<file path="src/rtl/rail_monitor.sv">
// Rail monitor: samples each rail on a fixed-rate tick and box-car averages it.
// Each average is checked against per-rail limits and debounced into sticky fault flags.
`timescale 1ns/1ps
module rail_monitor #(
   parameter int SYSCLK_FREQ = 100_000_000,
   parameter int NUMADCS     = 5,
   parameter int SAMPLE_HZ   = 10_000,
   parameter int AVG_LOG2    = 3,
   parameter int FAULT_COUNT = 4
) (
   input  logic                    sclk,
   input  logic                    rstn,
   input  logic [NUMADCS-1:0][7:0] railData,
   input  logic [NUMADCS-1:0][7:0] underThresh,
   input  logic [NUMADCS-1:0][7:0] overThresh,
   input  logic [NUMADCS-1:0]      faultClear,
   output logic [NUMADCS-1:0][7:0] avgData,
   output logic                    avgValid,
   output logic [NUMADCS-1:0]      underFault,
   output logic [NUMADCS-1:0]      overFault,
   output logic                    faultIrq
);

   localparam int TICK_DIV = SYSCLK_FREQ / SAMPLE_HZ;
   localparam int TW       = $clog2(TICK_DIV);
   localparam int ACC_W    = 8 + AVG_LOG2;
   localparam int SW       = AVG_LOG2 + 1;
   localparam int CW       = $clog2(FAULT_COUNT + 1);

   localparam logic [TW-1:0] TICK_LAST   = TW'(TICK_DIV - 1);
   localparam logic [SW-1:0] SAMPLE_LAST = SW'((1 << AVG_LOG2) - 1);
   localparam logic [CW-1:0] CNT_MAX     = CW'(FAULT_COUNT);

   typedef enum logic [1:0] {ACCUM, AVG, EVAL} state_t;

   state_t                       state, state_next;
   logic [TW-1:0]                tick_cnt;
   logic                         tick;
   logic [SW-1:0]                sample_cnt;
   logic [NUMADCS-1:0][ACC_W-1:0] acc, acc_sum;
   logic                         window_done;

   assign tick        = (tick_cnt == TICK_LAST);
   assign window_done = (state == ACCUM) && tick && (sample_cnt == SAMPLE_LAST);

   // NOTE: sequential state uses non-blocking assignments so every register
   // samples pre-edge values regardless of statement order.
   always_ff @(posedge sclk or negedge rstn) begin
      if (!rstn) begin
         tick_cnt <= '0;
      end else if (tick) begin
         tick_cnt <= '0;
      end else begin
         tick_cnt <= tick_cnt + TW'(1);
      end
   end

   always_ff @(posedge sclk or negedge rstn) begin
      if (!rstn) state <= ACCUM;
      else       state <= state_next;
   end

   // NOTE: every output of this block gets a default first, so no path leaves
   // a value unassigned and no latch is inferred.
   always_comb begin
      state_next = state;
      case (state)
         ACCUM:   if (window_done) state_next = AVG;
         AVG:     state_next = EVAL;
         EVAL:    state_next = ACCUM;
         default: state_next = ACCUM;
      endcase
   end

   always_comb begin
      acc_sum = '0;
      for (int i = 0; i < NUMADCS; i++) begin
         acc_sum[i] = acc[i] + ACC_W'(railData[i]);
      end
   end

   // The average is captured from the running sum as the final sample lands, so
   // avgData and avgValid are both presented during the AVG cycle.
   // NOTE: the accumulator bank is cleared by reset so a window cut short by
   // reset never leaks samples into the next average.
   always_ff @(posedge sclk or negedge rstn) begin
      if (!rstn) begin
         acc        <= '0;
         sample_cnt <= '0;
         avgData    <= '0;
         avgValid   <= 1'b0;
      end else begin
         avgValid <= window_done;
         if (state == AVG) begin
            acc        <= '0;
            sample_cnt <= '0;
         end else if (state == ACCUM && tick) begin
            acc        <= acc_sum;
            sample_cnt <= sample_cnt + SW'(1);
         end
         if (window_done) begin
            for (int i = 0; i < NUMADCS; i++) begin
               avgData[i] <= acc_sum[i][ACC_W-1:AVG_LOG2];
            end
         end
      end
   end

   for (genvar g = 0; g < NUMADCS; g++) begin : g_rail
      logic          under_hit, over_hit;
      logic [CW-1:0] u_cnt, o_cnt, u_inc, o_inc;
      logic          u_flag, o_flag;

      assign under_hit = (avgData[g] < underThresh[g]);
      assign over_hit  = (avgData[g] > overThresh[g]);
      assign u_inc     = (u_cnt == CNT_MAX) ? CNT_MAX : u_cnt + CW'(1);
      assign o_inc     = (o_cnt == CNT_MAX) ? CNT_MAX : o_cnt + CW'(1);

      // In EVAL a set event outranks a simultaneous clear; elsewhere clear wins.
      always_ff @(posedge sclk or negedge rstn) begin
         if (!rstn) begin
            u_cnt  <= '0;
            o_cnt  <= '0;
            u_flag <= 1'b0;
            o_flag <= 1'b0;
         end else if (state == EVAL) begin
            u_cnt <= under_hit ? u_inc : '0;
            o_cnt <= over_hit  ? o_inc : '0;
            if (under_hit && u_inc == CNT_MAX) u_flag <= 1'b1;
            else if (faultClear[g])            u_flag <= 1'b0;
            if (over_hit && o_inc == CNT_MAX)  o_flag <= 1'b1;
            else if (faultClear[g])            o_flag <= 1'b0;
         end else if (faultClear[g]) begin
            u_cnt  <= '0;
            o_cnt  <= '0;
            u_flag <= 1'b0;
            o_flag <= 1'b0;
         end
      end

      assign underFault[g] = u_flag;
      assign overFault[g]  = o_flag;
   end

   always_ff @(posedge sclk or negedge rstn) begin
      if (!rstn) faultIrq <= 1'b0;
      else       faultIrq <= (|underFault) | (|overFault);
   end

endmodule

</file>
<file path="config.mk">
export PLATFORM = sky130hd
export DESIGN_NAME = rail_monitor
export DESIGN_NICKNAME = d
export VERILOG_FILES = /design/src/rtl/rail_monitor.sv
export SDC_FILE = /design/constraint.sdc
export NUM_CORES = 1
export LEC_CHECK = 0
export BUFFER_PORTS_ARGS = -buffer_cell sky130_fd_sc_hd__buf_2
export CAP_MARGIN = 20
export CORE_AREA = 2 2 190 192
export CTS_CLUSTER_DIAMETER = 150
export DETAILED_ROUTE_END_ITERATION = 12
export DIE_AREA = 0 0 192 194
export HOLD_SLACK_MARGIN = 0.15
export PLACE_DENSITY_LB_ADDON = 0.08
export SYNTH_ARGS = -nofsm -noshare
export SYNTH_HDL_FRONTEND = slang
export SYNTH_SLANG_ARGS = --single-unit
export TNS_END_PERCENT = 1
</file>
<file path="constraint.sdc">
create_clock -name sclk -period 3.35 [get_ports sclk]
set_clock_uncertainty 0.05 [all_clocks]
set_input_delay 1.005 -clock sclk [delete_from_list [all_inputs] [get_ports sclk]]
set_output_delay 1.005 -clock sclk [all_outputs]
set_load 0.005 [all_outputs]
</file>
Yosys cells after proc, flatten, opt, wreduce, memory -nomap -nowiden
Cells that the tools add are included.
- reduce and logical (&&, ||, !) cells: 21
- add/sub/neg operators: 17
- magnitude comparators: 10
- equal/unequal tests: 25
- bitwise operators: 1
- muxes and demuxes: 72
- operators by type and width (operator ; number):
    55-bit 2-to-1 mux ; 2
    3-bit 2-to-1 mux ; 35
    3-bit == test (second input constant) ; 20
    11-bit by 8-bit adder with 11-bit output ; 5
    8-bit greater-than comparator ; 5
    8-bit less-than comparator ; 5
    3-bit by 1-bit adder with 3-bit output (second input constant) ; 10
    1-bit 2-to-1 mux ; 30
    14-bit by 1-bit adder with 14-bit output (second input constant) ; 1
    14-bit == test (second input constant) ; 1
    14-bit 2-to-1 mux ; 1
    1-bit logical AND ; 12
    2-bit nonzero test ; 6
    5-bit OR reduction ; 2
    4-bit 2-to-1 mux ; 2
    4-bit by 1-bit adder with 4-bit output (second input constant) ; 1
    4-bit by 3-bit == test with 1-bit output (second input constant) ; 1
    2-bit one-hot mux with 2 select lines ; 1
    2-bit by 1-bit == test with 1-bit output (second input constant) ; 1
    2-bit == test (second input constant) ; 1
    2-bit logical NOT ; 1
    2-bit 2-to-1 mux ; 1
    2-bit != test (second input constant) ; 1
    1-bit bitwise OR ; 1
- register bits: 157
- output and inout bits: 52
- logic and storage cells: 181

Depth between registers and ports, before layout
- depth in word-level cells: 6
- mapped depth: 8

Worst setup path after synthesis
No wires, ideal clock.
- kind: input to register
- start point: input port railData[8] in the netlist's numbering
- end point: register avgData[15] in the netlist's numbering
- arrival: 2.342 ns
- cell stages on the path: 7
- required time: 3.177 ns
- buffers on the path: 0
- library setup time: 0.123 ns
- slack: 0.835 ns
- path through: ha_1 > fa_1 > a211oi_1 > o211ai_1 > nand4_1 > xnor2_1 > a21oi_1
- word-level cells in the longest chain between the ends: 1
- RTL lines (item ; line ; text):
    start: declaration ; 13 ; input logic [NUMADCS-1:0][7:0] railData,
    11-bit by 8-bit adder with 11-bit output ; 78 ; acc_sum[i] = acc[i] + ACC_W'(railData[i]);
    end signal: indexed assignment ; 103 ; avgData[i] <= acc_sum[i][ACC_W-1:AVG_LOG2];
    end: declaration ; 17 ; output logic [NUMADCS-1:0][7:0] avgData,
Every way passes these cells.
A chain may end at the register's enable or synchronous reset.

Worst setup path after layout
- start point: input port railData[16] in the netlist's numbering
- end point: register avgData[23] in the netlist's numbering
The elaborated chain is that of the path after synthesis.

==> results.md <==
* Run status: complete, no violations
* CP arrival at 2.77 ns
* Worst R2R Path Depth at 5
* Area fraction of the dominant cell type after synthesis at 0.377
* Tcrit/Tclk final at 0.744
* Fin crit period at 2.49 ns
* Sequential share of the synthesized area at 0.377
* Initial Util at 0.296
* Global route total overflow at 0
* Antenna-violating nets left at 0
* Design Power at 4.46 mW
* # DRC at 0
* Post-route setup TNS at 0 ns
* Core area at 0.0352 sq mm
* Area contributors post-synth: dfrtp_1 (38%), ha_1 (16%), inv_1 (4.5%)
* R2R Path End: acc[52]
* Peak VDD IR at 344 uV
* DR WL/cell at 16.7 um
* HP Start: tick_cnt[0]
* Die height at 194 um
* Hold Path End: tick_cnt[0]
* H-tree levels at 4
* Largest net degree at the start of global routing at 60
* Crit. End Element: flip-flop
* CTS clock-pin slew for the worst setup and hold paths at 0.07 ns
* I/O pin count at 179
* Rel. slew slack at 0.513
* Row count at 69
* Buffers on Ports at 178
* Routed WL at 29800 um
* Crit start category: input pin
* Crit Path Max Fanout at 3
* Worst Tran Pin Value at 0.724 ns
* R2R Path Start: tick_cnt[5]
* Vias in the first global route at 8518
* Hold crit path type: reg2reg
* Clk_lat worst skew at 0.44 ns
* TritonCTS clock tree: yes
* PD cells at 357 mW/mm^2
* # diodes at 0
* Mapped Cells at 1139
* Clk sinks at 157
* Cts repair resizes at 0
* Mean post-synth cell area at 9.15 sq um
* Worst slack at placement at 0.463 ns
* Longest Clk Path Bufs at 2
* Max_cap viols at 0
* Area Growth Syn to Fin at 20.0%
* CTS root buf: clkbuf_16
* Setup crit start: railData[16]
* DP HPWL at 23400 um
* Primary FF master, synth: dfrtp_1
* Drt first pass iters at 6
* YS warnings at 0
* CP required at 3.63 ns
* Setup Viol. Count Final at 0
* Post-Syn Area at 0.0104 sq mm
* Initial DRC count at 309
* Die extent in x at 192 um
* Seq cells post-synth at 157
* Syn Nets at 1408
* GP Congestion at 0.819
* Final Max Tran Viols at 0
* First-pass GRT wire length at 48000 um
* GRT Total Usage at 0.166
* CTS Buf Count at 17
* Worst hold path stage count at 1
* Via density at 4.78
* Initial antenna violation count at 1
* Fin. Hold Viols at 0
* Post-layout net count at 1584
* Worst hold slack at 0.416 ns
* Kind of critical path: in2reg
* Via Count at 8554
* Die area at 0.0372 sq mm
* Share of cells above drive strength 1 at 0.178
* FFs w/ async S/R, synth at 1.00
* Synth area leader: dfrtp_1
* RSZ-0062 raised after global routing: no
* Post-synth EDFFs at 0
* Setup ws final at 0.858 ns
* Achievable clock frequency at 401 MHz
* Setup bufs post-CTS at 0
* Cell variety after synth at 59
* CTS Hold Bufs at 0
* LEAKAGE at 6.03 nW
* R2R setup slack at 0.96 ns
## metal layers
layer  GRT usage  up-vias  routed length (um)
li1            -     4410                   -
met1       0.246     3990               15200
met2       0.250      126               13100
met3      0.0266       26                1010
met4      0.0438        2                 409
met5           0        -                   7
## area by class of cell
cell class / count / area (sq um)
inverters: 130 / 488
clock buffers: 17 / 425
well taps: 461 / 577
repair buffers: 190 / 1020
flip-flops and latches: 157 / 3930
fillers: 3683 / 22700
clock inverters: 15 / 198
multi-input cells: 819 / 5870
## state kept, by name, indices dropped and copies added (netlist names), 4 cells and up
register and flops:
g_rail.u_cnt 15, g_rail.o_cnt 15, avgData 40, acc 55, g_rail.o_flag 5, sample_cnt 4, g_rail.u_flag 5, tick_cnt 14
## synth_stat cells (all sizes together), types with 10 or more instances
library cell	instances
dfrtp	157
ha	137
inv	130
nand2	124
o21ai	113
a21oi	67
nor2	49
xnor2	36
nand4	24
nand3	23
a21o	22
o211ai	21
xor2	21
clkbuf	19
a22o	18
a211oi	16
buf	14
or3	11
nor2b	10
## through the flow
stage               area (sq um)   util  std cells
floorplan                  10400      -       1139
global placement           11900  0.337       1757
detailed placement         11900  0.337       1757
CTS                        12500  0.355       1789
global route               12500  0.355       1789
finish                     12500  0.355       1789
## cell families (layout without fill, tap and decap cells)
| group | after synthesis | after routing | share of synthesized area |
|---|---|---|---|
| flip-flops | 157 | 157 | 0.377 |
| buffers and inverters | 163 | 352 | 0.0625 |
| AO/OA/AOI/OAI | 328 | 328 | 0.199 |
| adder cells (fa/ha/maj) | 142 | 142 | 0.174 |
| AND/OR/NAND/NOR | 292 | 292 | 0.139 |
| XOR/XNOR | 57 | 57 | 0.0479 |
## how the worst max path moves through the flow
stage,slack [ns],cells past startpoint,endpoint
after global placement,0.45,8,avgData[23]
final,0.86,8,avgData[23]
after global routing,0.77,8,avgData[39]
after detailed placement,0.46,8,avgData[23]
after CTS,0.94,8,avgData[39]
after floorplan,0.83,7,avgData[15]
## cell usage in the layout (no fill, tap or decap), types with 5 or more instances in the layout
master / instances
nand3_1: 23
dfrtp_1: 157
o211ai_1: 21
nand2_1: 123
and4_1: 6
nor2b_1: 10
or4b_2: 5
fa_1: 5
a21oi_1: 67
inv_6: 7
buf_4: 9
or3_1: 11
o21ai_1: 86
o22ai_1: 6
a22o_1: 18
a2bb2oi_1: 5
o21a_1: 7
clkbuf_16: 17
inv_1: 126
nor3_1: 6
nand2b_1: 6
xnor2_1: 36
nand4_1: 24
a21o_1: 22
o31ai_1: 7
o21ai_0: 27
buf_2: 177
ha_1: 137
nand3b_1: 8
nor2_1: 49
a311o_1: 5
xor2_1: 21
a31oi_1: 8
a211oi_1: 16
## report_power, final
part           internal (mW)       switching [mW]  total [mW]
sequential              1.89  0.00000000000000100        1.89
clock                   1.20                0.912        2.11
combinational          0.191                0.266       0.457
## worst max-delay path, cell delays in order
cell and delay [ns]:
buf_2 0.10, ha_1 0.23, fa_1 0.45, a211oi_1 0.41, o211ai_1 0.17, nand4_1 0.18, xnor2_1 0.14, a21oi_1 0.08
(Power assumes the default switching activity.)
